===== config.mk =====
export PLATFORM = sky130hd
export DESIGN_NAME = bids22_round_log
export DESIGN_NICKNAME = d
export VERILOG_FILES = /design/src/rtl/bids22_log_pkg.sv /design/src/rtl/bids22_rec_fifo.sv /design/src/rtl/bids22_round_log.sv
export SDC_FILE = /design/constraint.sdc
export NUM_CORES = 1
export LEC_CHECK = 0
export CORE_ASPECT_RATIO = 1.4
export CORE_MARGIN = 1
export CORE_UTILIZATION = 31
export DETAILED_ROUTE_END_ITERATION = 7
export PLACE_DENSITY = 0.56
export SLEW_MARGIN = 20
export SYNTH_ARGS = -nofsm -noshare
export SYNTH_HDL_FRONTEND = slang
export SYNTH_HIERARCHICAL = 1
export SYNTH_SLANG_ARGS = --single-unit

===== constraint.sdc =====
create_clock -name clk -period 7.05 [get_ports clk]
set_input_delay 1.0575 -clock clk [delete_from_list [all_inputs] [get_ports clk]]
set_output_delay 1.0575 -clock clk [all_outputs]
set_load 0.05 [all_outputs]

===== src/rtl/bids22_log_pkg.sv =====
// Shared types for the Bids22 round logger: winner codes and the FIFO record.
package bids22_log_pkg;

    localparam int AMT_W = 32;

    typedef enum logic [1:0] {
        NONE = 2'b00,
        X    = 2'b01,
        Y    = 2'b10,
        Z    = 2'b11
    } winner_e;

    typedef struct packed {
        winner_e            winner;
        logic [AMT_W-1:0]   amount;
    } round_rec_t;

    // Exactly one win line gives that bidder; zero or several give NONE.
    function automatic winner_e encode_winner(input logic x, input logic y, input logic z);
        winner_e w;
        case ({x, y, z})
            3'b100:  w = X;
            3'b010:  w = Y;
            3'b001:  w = Z;
            default: w = NONE;
        endcase
        return w;
    endfunction

endpackage


===== src/rtl/bids22_rec_fifo.sv =====
// Synchronous record FIFO. Pointers carry one extra bit so that full and
// empty are distinguished without a separate flag. No fall-through: a push
// into an empty FIFO becomes visible on the head the following cycle.
module bids22_rec_fifo
    import bids22_log_pkg::*;
#(
    parameter int DEPTH = 8
) (
    input  logic                     clk,
    input  logic                     reset_n,
    input  logic                     push,
    input  round_rec_t               push_rec,
    input  logic                     pop,
    input  logic                     clear,
    output round_rec_t               head,
    output logic                     full,
    output logic                     empty,
    output logic [$clog2(DEPTH):0]   count
);

    localparam int AW = $clog2(DEPTH);
    localparam logic [AW:0] PTR_ONE = {{AW{1'b0}}, 1'b1};
    localparam logic [AW:0] DEPTH_P = (AW+1)'(DEPTH);

    logic [AW:0] wr_ptr;
    logic [AW:0] rd_ptr;
    round_rec_t  mem [DEPTH];
    logic        do_push;
    logic        do_pop;

    // A pop frees the slot the coinciding push needs, so full+pop+push is legal.
    always_comb begin
        do_pop  = pop && !empty;
        do_push = push && (!full || do_pop);
        count   = wr_ptr - rd_ptr;
        empty   = (wr_ptr == rd_ptr);
        full    = (count == DEPTH_P);
        head    = empty ? '0 : mem[rd_ptr[AW-1:0]];
    end

    // Pointer update; clear dominates any push or pop in the same cycle.
    always_ff @(posedge clk or negedge reset_n) begin
        if (!reset_n) begin
            wr_ptr <= '0;
            rd_ptr <= '0;
        end else if (clear) begin
            wr_ptr <= '0;
            rd_ptr <= '0;
        end else begin
            if (do_push) wr_ptr <= wr_ptr + PTR_ONE;
            if (do_pop)  rd_ptr <= rd_ptr + PTR_ONE;
        end
    end

    // Record storage; contents are only observed through valid pointers.
    always_ff @(posedge clk) begin
        if (do_push && !clear) mem[wr_ptr[AW-1:0]] <= push_rec;
    end

endmodule


===== src/rtl/bids22_round_log.sv =====
// Observer for the Bids22 auction core: turns each rising edge of roundOver
// into a {winner, amount} record, keeps saturating statistics and sticky
// error flags. Nothing here drives the auction core.
//
// Read handshake: rd_valid marks a valid head (rd_winner/rd_amount); the
// record is consumed on a cycle where rd_valid && rd_ready at the rising clock
// edge. rd_valid does not depend on rd_ready, and once high it stays high
// until the head is consumed or the logger is cleared/reset.
module bids22_round_log
    import bids22_log_pkg::*;
#(
    parameter int DEPTH = 8,
    parameter int CNT_W = 16,
    parameter int ACC_W = 40
) (
    input  logic                     clk,
    input  logic                     reset_n,
    input  logic                     roundOver,
    input  logic                     X_win,
    input  logic                     Y_win,
    input  logic                     Z_win,
    input  logic [31:0]              maxBid,
    input  logic                     clear,
    output logic                     rd_valid,
    input  logic                     rd_ready,
    output logic [1:0]               rd_winner,
    output logic [31:0]              rd_amount,
    output logic [$clog2(DEPTH):0]   rd_count,
    output logic [CNT_W-1:0]         x_wins,
    output logic [CNT_W-1:0]         y_wins,
    output logic [CNT_W-1:0]         z_wins,
    output logic [CNT_W-1:0]         rounds,
    output logic [ACC_W-1:0]         revenue,
    output logic [7:0]               overflow_cnt,
    output logic                     multi_win_err
);

    localparam logic [CNT_W-1:0] CNT_ONE = {{(CNT_W-1){1'b0}}, 1'b1};
    localparam logic [7:0]       OVF_ONE = 8'd1;

    logic         round_over_q;
    logic         capture;
    logic         multi_hit;
    winner_e      cap_winner;
    logic [31:0]  cap_amount;
    round_rec_t   cap_rec;
    round_rec_t   head;
    logic         fifo_full;
    logic         fifo_empty;
    logic         pop;
    logic [ACC_W:0] rev_sum;

    // Capture on a 0->1 edge of roundOver; a clear in the same cycle eats it.
    always_comb begin
        capture    = roundOver && !round_over_q && !clear;
        multi_hit  = (X_win && Y_win) || (X_win && Z_win) || (Y_win && Z_win);
        cap_winner = encode_winner(X_win, Y_win, Z_win);
        cap_amount = (cap_winner == NONE) ? 32'd0 : maxBid;
        cap_rec    = '{winner: cap_winner, amount: cap_amount};
        pop        = rd_valid && rd_ready;
        rev_sum    = {1'b0, revenue} + (ACC_W+1)'(cap_amount);
        rd_valid   = !fifo_empty;
        rd_winner  = head.winner;
        rd_amount  = head.amount;
    end

    // Previous-cycle roundOver. Resets high so a level already present at
    // reset release is not mistaken for a new round; clear leaves it alone.
    always_ff @(posedge clk or negedge reset_n) begin
        if (!reset_n) round_over_q <= 1'b1;
        else          round_over_q <= roundOver;
    end

    // Statistics: every capture counts, even if its record gets dropped.
    always_ff @(posedge clk or negedge reset_n) begin
        if (!reset_n) begin
            x_wins        <= '0;
            y_wins        <= '0;
            z_wins        <= '0;
            rounds        <= '0;
            revenue       <= '0;
            overflow_cnt  <= '0;
            multi_win_err <= 1'b0;
        end else if (clear) begin
            x_wins        <= '0;
            y_wins        <= '0;
            z_wins        <= '0;
            rounds        <= '0;
            revenue       <= '0;
            overflow_cnt  <= '0;
            multi_win_err <= 1'b0;
        end else if (capture) begin
            if (rounds != '1) rounds <= rounds + CNT_ONE;
            if (cap_winner == X && x_wins != '1) x_wins <= x_wins + CNT_ONE;
            if (cap_winner == Y && y_wins != '1) y_wins <= y_wins + CNT_ONE;
            if (cap_winner == Z && z_wins != '1) z_wins <= z_wins + CNT_ONE;
            revenue <= rev_sum[ACC_W] ? '1 : rev_sum[ACC_W-1:0];
            if (multi_hit) multi_win_err <= 1'b1;
            if (fifo_full && !pop && overflow_cnt != 8'hFF)
                overflow_cnt <= overflow_cnt + OVF_ONE;
        end
    end

    bids22_rec_fifo #(.DEPTH(DEPTH)) u_fifo (
        .clk      (clk),
        .reset_n  (reset_n),
        .push     (capture),
        .push_rec (cap_rec),
        .pop      (pop),
        .clear    (clear),
        .head     (head),
        .full     (fifo_full),
        .empty    (fifo_empty),
        .count    (rd_count)
    );

endmodule


==> results of run 1 <==
==> report_power, final <==
group | internal (mW) | leakage, nW | switching (mW)
Clock | 1.29 | 0.641 | 0.905
Combinational | 0.131 | 3.10 | 0.279
Sequential | 2.50 | 4.16 | 0.0210
==> routing by layer <==
layer	routed length [um]	share of wire, %	track usage (%)
met5	0	0	0
met4	1310	2.7	5.31
met3	2610	5.3	3.15
met2	25200	51	29.0
met1	20100	41	20.4
==> per-stage QoR <==
stage / util (%) / total power [mW]
after detailed placement: 36.4 / 2.99
after floorplan: - / 2.82
after global placement: 36.4 / 2.98
after global routing: 38.7 / 5.28
final: 38.7 / 5.13
after CTS: 38.7 / 5.18
==> worst max-delay path by stage <==
stage | endpoint | cells after the start | from | slack [ns]
floorplan | u_fifo/mem[6][0] | 8 | u_fifo/rd_ptr[2] | 0.65
global placement | revenue[33] | 15 | X_win | 1.27
detailed placement | revenue[33] | 16 | Z_win | 1.16
CTS | revenue[33] | 16 | Z_win | 1.70
global route | revenue[33] | 16 | Z_win | 1.35
finish | revenue[33] | 16 | Z_win | 1.75
==> flip-flops by register name, indices dropped and copies added (netlist names) <==
signal and flops:
multi_win_err 1, overflow_cnt 8, revenue 40, round_over_q 1, rounds 16, u_fifo/mem 272
u_fifo/rd_ptr 4, u_fifo/wr_ptr 4, x_wins 16, y_wins 16, z_wins 16
==> synthesized netlist by cell type (4+ instances only) <==
| cell | count | area, um2 |
|---|---|---|
| and4_1 | 8 | 70.1 |
| buf_2 | 10 | 50.1 |
| o21ai_1 | 4 | 20.0 |
| a21oi_1 | 86 | 430 |
| nand2_1 | 128 | 480 |
| and3_1 | 10 | 62.6 |
| xnor2_1 | 36 | 315 |
| mux2i_1 | 7 | 70.1 |
| clkbuf_1 | 44 | 165 |
| a31oi_1 | 38 | 238 |
| and2_1 | 10 | 62.6 |
| o21ai_0 | 55 | 275 |
| nor4_1 | 4 | 25.0 |
| nor2_1 | 107 | 402 |
| nor3_1 | 13 | 65.1 |
| nand2b_1 | 8 | 50.1 |
| nor2b_1 | 38 | 238 |
| inv_1 | 20 | 75.1 |
| mux4_2 | 68 | 1530 |
| o21bai_1 | 4 | 30.0 |
| dfrtp_1 | 121 | 3030 |
| xor2_1 | 59 | 517 |
| nor3b_1 | 5 | 37.5 |
| a21o_1 | 12 | 90.1 |
| or3_1 | 10 | 62.6 |
| nand4_1 | 22 | 138 |
| edfxtp_1 | 272 | 8170 |
| ha_1 | 42 | 526 |
| buf_6 | 4 | 45.0 |
| nand3_1 | 32 | 160 |
| a211oi_1 | 5 | 37.5 |
==> worst max-delay path, stage by stage <==
cell	delay, ns
clkdlybuf4s50_1	0.48
nand2b_1	0.19
a21oi_1	0.75
nor2_4	0.08
buf_4	0.28
nor2b_1	0.52
ha_1	0.40
a211oi_1	0.29
o21ai_1	0.17
a21oi_2	0.19
o211ai_2	0.19
o2111ai_4	0.28
a21o_1	0.17
buf_4	0.26
a31oi_1	0.12
o221a_1	0.23
==> cell type report <==
class	count	area share, %
Inverter	21	0.353
Sequential cell	394	50.2
Tap cell	742	4.15
Timing Repair Buffer	214	9.30
Clock inverter	19	1.18
Multi-Input combinational cell	877	30.0
Antenna cell	1	0.0112
Clock buffer	51	4.75
==> cell families (layout without fill, tap and decap cells) <==
group	Yosys count	in the layout	synth area share, %
other	0	1	0
AND/OR/NAND/NOR	414	414	11.1
multiplexers	75	75	8.78
buffers and inverters	81	305	1.90
flip-flops	394	394	61.5
adder cells (fa/ha/maj)	45	45	3.16
XOR/XNOR	95	95	4.56
AO/OA/AOI/OAI	248	248	8.95
==> impl_metrics.py, run 1 <==
metrics = {
    "layout": {
        "multiInputGateArea_um2": 6720,
        "syn_to_final_growth_pct": 22.6,
        "final_cell_area_um2": 22400,
        "n_fill_cell": 5507,
        "drive_above_1_share_pct": 12.5,
        "layout_commonest_cell": "edfxtp_1",
        "final_cell_mix": "272 x edfxtp_1, 189 x clkdlybuf4s50_1, 128 x nand2_1",
        "layout.nets": 1632,
        "seq_area_um2": 11200,
        "instances_no_fill": 2319,
    },
    "logic_synthesis": {
        "ys_seq_area_share_pct": 61.5,
        "synth_cell_types": 80,
        "synth_seq_cells": 394,
        "synth-edff-count": 272,
        "yosys_warnings": 6,
        "netlist_area_um2": 18200,
        "syn_inst": 1352,
        "synthFlopType": "edfxtp_1",
        "synth.avg_cell_area_um2": 13.5,
        "synthArstFlopShare_pct": 31.0,
        "syn_nets": 1436,
    },
    "timing": {
        "hold_ws_ns": 0.518,
        "setup_viol_count_final": 0,
        "layout_min_cycle_time_ns": 5.30,
        "worst_pin_slew_ns": 0.979,
        "rsz0062_at_grt": "false",
        "max_slew_margin_pct": 34.3,
        "hold_viol_final": 0,
        "slew_violations": 0,
        "setup_ws_ns": 1.75,
        "max_freq_mhz": 189,
        "post-route-period-util_pct": 75.2,
        "tns_ns": 0,
        "finClkSkew_ns": 0.0177,
    },
    "global_routing": {
        "overflow": 0,
        "grt_pass1_wl_um": 74600,
        "antenna_found_initial": 0,
        "grt_max_degree": 69,
        "grt_pass1_vias": 12000,
        "track_usage_pct": 16.6,
    },
    "cts": {
        "cts.sinks": 394,
        "clkTransAtPathRegs_ns": 0.06,
        "postCtsSetupBuffers": 0,
        "cts_max_path_buffers": 3,
        "clock_latency_ns": 0.55,
        "cts_tree": "built",
        "root_buffer": "clkbuf_16",
        "cts_buffers": 40,
        "cts_max_level": 2,
        "cts_resized": 0,
        "ctsHoldBuffers": 0,
    },
    "drt": {
        "wl_per_cell_um": 21.2,
        "vias": 11800,
        "dr.pass1.iters": 8,
        "route.detailed.drc": 2,
        "avgViaCountPerCell": 5.09,
        "ant_nets": 0,
        "drt_iter0_markers": 697,
        "drt-total-wl_um": 49200,
    },
    "floorplan": {
        "start_util_pct": 31.6,
        "pin_count": 192,
        "die-area_um2": 59800,
        "fp-row-count": 104,
        "dieWidth_um": 207,
        "die_h_um": 289,
        "core_region_area_um2": 57800,
    },
    "status": {
        "violations": "DRC",
        "status": "finished, violations left",
    },
    "pwr": {
        "leakagePower_nw": 7.91,
        "power_density_nw_per_um2": 229,
        "ir_drop_uv": 138,
    },
    "worst_setup_path": {
        "r2r-start": "u_fifo/rd_ptr[0]",
        "critPathCaptureType": "register",
        "startpoint_type": "input port",
        "worstPathRequired_ns": 7.47,
        "regToRegSetupSlack_ns": 2.41,
        "r2r_end": "u_fifo/mem[1][8]",
        "critical_path_class": "in -> reg",
        "path_max_fanout": 30,
        "cp.arrival_ns": 5.72,
        "reg2reg_depth": 9,
    },
    "min_path": {
        "hold_path_depth": 2,
        "hold_start": "multi_win_err",
        "min_to": "multi_win_err",
        "hold_class": "reg -> reg",
    },
    "job": {
        "drv_cap": 0,
    },
    "place": {
        "place_hpwl_um": 32200,
        "io_buffers": 191,
        "dp.cells": 2248,
        "place.gp.congestion": 0.849,
        "placed_area_um2": 21000,
        "pre_cts_ws_ns": 1.16,
    },
}
Power figures use the tool's default switching activity.
==> inputs of run 2 (changes only) <==
- clock period: 7.05 -> 5.22 ns (I/O delays scaled with it)
==> run 2 against run 1 <==
Net effect:
- the flow still finishes with violations (DRC)
- count of clock-buffer cells in the layout decreased by 4
- cell count increased by 0.95%
- global-route usage increased by 0.22 points
- largest cell class unchanged
- highest routed layer unchanged
==> impl_metrics.py, run 2 (synthesized netlist as in run 1, its figures left out) <==
metrics = {
    "status": {
        "status": "finished, violations left",
        "violations": "DRC",
    },
    "cts": {
        "clock_latency_ns": 0.56,
        "clkTransAtPathRegs_ns": 0.06,
        "ctsHoldBuffers": 0,
        "cts_resized": 0,
        "root_buffer": "clkbuf_16",
        "cts_buffers": 39,
        "cts_max_path_buffers": 3,
        "postCtsSetupBuffers": 0,
        "cts_tree": "built",
        "cts_max_level": 2,
        "cts.sinks": 394,
    },
    "global_routing": {
        "grtUsageMet1_pct": 20.2,
        "track_usage_pct": 16.8,
        "grt_max_degree": 67,
        "overflow": 0,
        "busiest_layer": "met2",
        "grt_pass1_wl_um": 75600,
        "antenna_found_initial": 1,
        "grt_pass1_vias": 12500,
        "grt_util_met3_pct": 3.61,
        "grt_util_met2_pct": 29.5,
    },
    "place": {
        "pre_cts_ws_ns": 0.000161,
        "placed_area_um2": 21200,
        "io_buffers": 191,
        "place_hpwl_um": 32800,
        "place.gp.congestion": 0.857,
        "dp.cells": 2272,
    },
    "pwr": {
        "leakagePower_nw": 8.05,
        "finalPower_mw": 6.73,
        "power_density_nw_per_um2": 300,
        "ir_drop_uv": 188,
    },
    "worst_setup_path": {
        "path_max_fanout": 14,
        "startpoint_type": "input port",
        "worstPathRequired_ns": 5.60,
        "critical_path_class": "in -> reg",
        "cp.arrival_ns": 5.05,
        "critPathCaptureType": "register",
    },
    "floorplan": {
        "dieWidth_um": 207,
        "die_h_um": 289,
        "start_util_pct": 31.6,
        "core_region_area_um2": 57800,
        "fp-row-count": 104,
        "die-area_um2": 59800,
        "pin_count": 192,
    },
    "job": {
        "drv_cap": 0,
    },
    "timing": {
        "worst_pin_slew_ns": 0.833,
        "rsz0062_at_grt": "false",
        "hold_viol_final": 0,
        "setup_viol_count_final": 0,
        "max_freq_mhz": 214,
        "post-route-period-util_pct": 89.4,
        "slew_violations": 0,
        "max_slew_margin_pct": 44.3,
        "layout_min_cycle_time_ns": 4.67,
        "hold_ws_ns": 0.305,
        "finClkSkew_ns": 0.0286,
        "setup_ws_ns": 0.554,
    },
    "layout": {
        "drive_above_1_share_pct": 15.4,
        "final_cell_mix": "272 x edfxtp_1, 162 x clkdlybuf4s50_1, 128 x nand2_1",
        "largest_register_ffs": 272,
        "diodes": 0,
        "final_cell_area_um2": 22400,
        "syn_to_final_growth_pct": 22.9,
        "layout.nets": 1655,
        "layout_commonest_cell": "edfxtp_1",
        "instances_no_fill": 2341,
    },
    "drt": {
        "drt_iter0_markers": 683,
        "route.detailed.drc": 5,
        "ant_nets": 0,
        "vias": 11900,
        "dr.pass1.iters": 8,
        "wl_per_cell_um": 21.2,
        "avgViaCountPerCell": 5.08,
        "drt-total-wl_um": 49500,
    },
    "min_path": {
        "hold_class": "in -> async",
    },
}
[run 2: final cells by class]
cell class	count	area, um2
Clock inverter	22	198
Clock buffer	47	1030
Multi-Input combinational cell	877	6740
Timing Repair Buffer	238	2220
Tap cell	742	928
Inverter	21	78.8
Fill cell	5542	35400
Sequential cell	394	11200
[run 2: final timing paths]
| kind | from | endpoint | slack [ns] | depth (start not counted) |
|---|---|---|---|---|
| max reg2reg | u_fifo/rd_ptr[0] | u_fifo/mem[5][18] | 1.31 | 9 |
| max in group asynchronous | reset_n | y_wins[3] | 3.90 | 2 |
| min | reset_n | rounds[6] | 0.30 | 1 |
| min in group clk | multi_win_err | multi_win_err | 0.50 | 2 |
| max | Z_win | revenue[38] | 0.55 | 15 |
| min reg2reg | multi_win_err | multi_win_err | 0.50 | 2 |
[run 2: power by group]
part / switching (mW) / internal (mW)
Clock: 1.19 / 1.56
Combinational: 0.379 / 0.189
Sequential: 0.0290 / 3.38
[run 2: metrics by stage]
step / TNS (ns) / util [%]
2_1_floorplan: -37.96 / -
3_3_place_gp: 0 / 36.7
3_5_place_dp: 0 / 36.7
4_1_cts: 0 / 38.8
5_1_grt: 0 / 38.8
6_report: 0 / 38.8
[run 2: metal layers]
metal | wire length, um | vias up
li1 | - | 5518
met1 | 20200 | 6022
met2 | 25300 | 264
met3 | 2650 | 80
met4 | 1460 | 0
met5 | 0 | -
[run 2: critical path: stages]
cell and delay [ns]:
clkdlybuf4s50_1 0.50, nand2b_1 0.20, a21oi_1 0.32, nor2_4 0.18, buf_4 0.20, nor2b_1 0.50, ha_1 0.39, o211ai_1 0.26
o211ai_2 0.14, nand4_1 0.11, o211ai_2 0.21, o2111ai_4 0.29, a21o_1 0.48, buf_4 0.31, a311oi_1 0.13
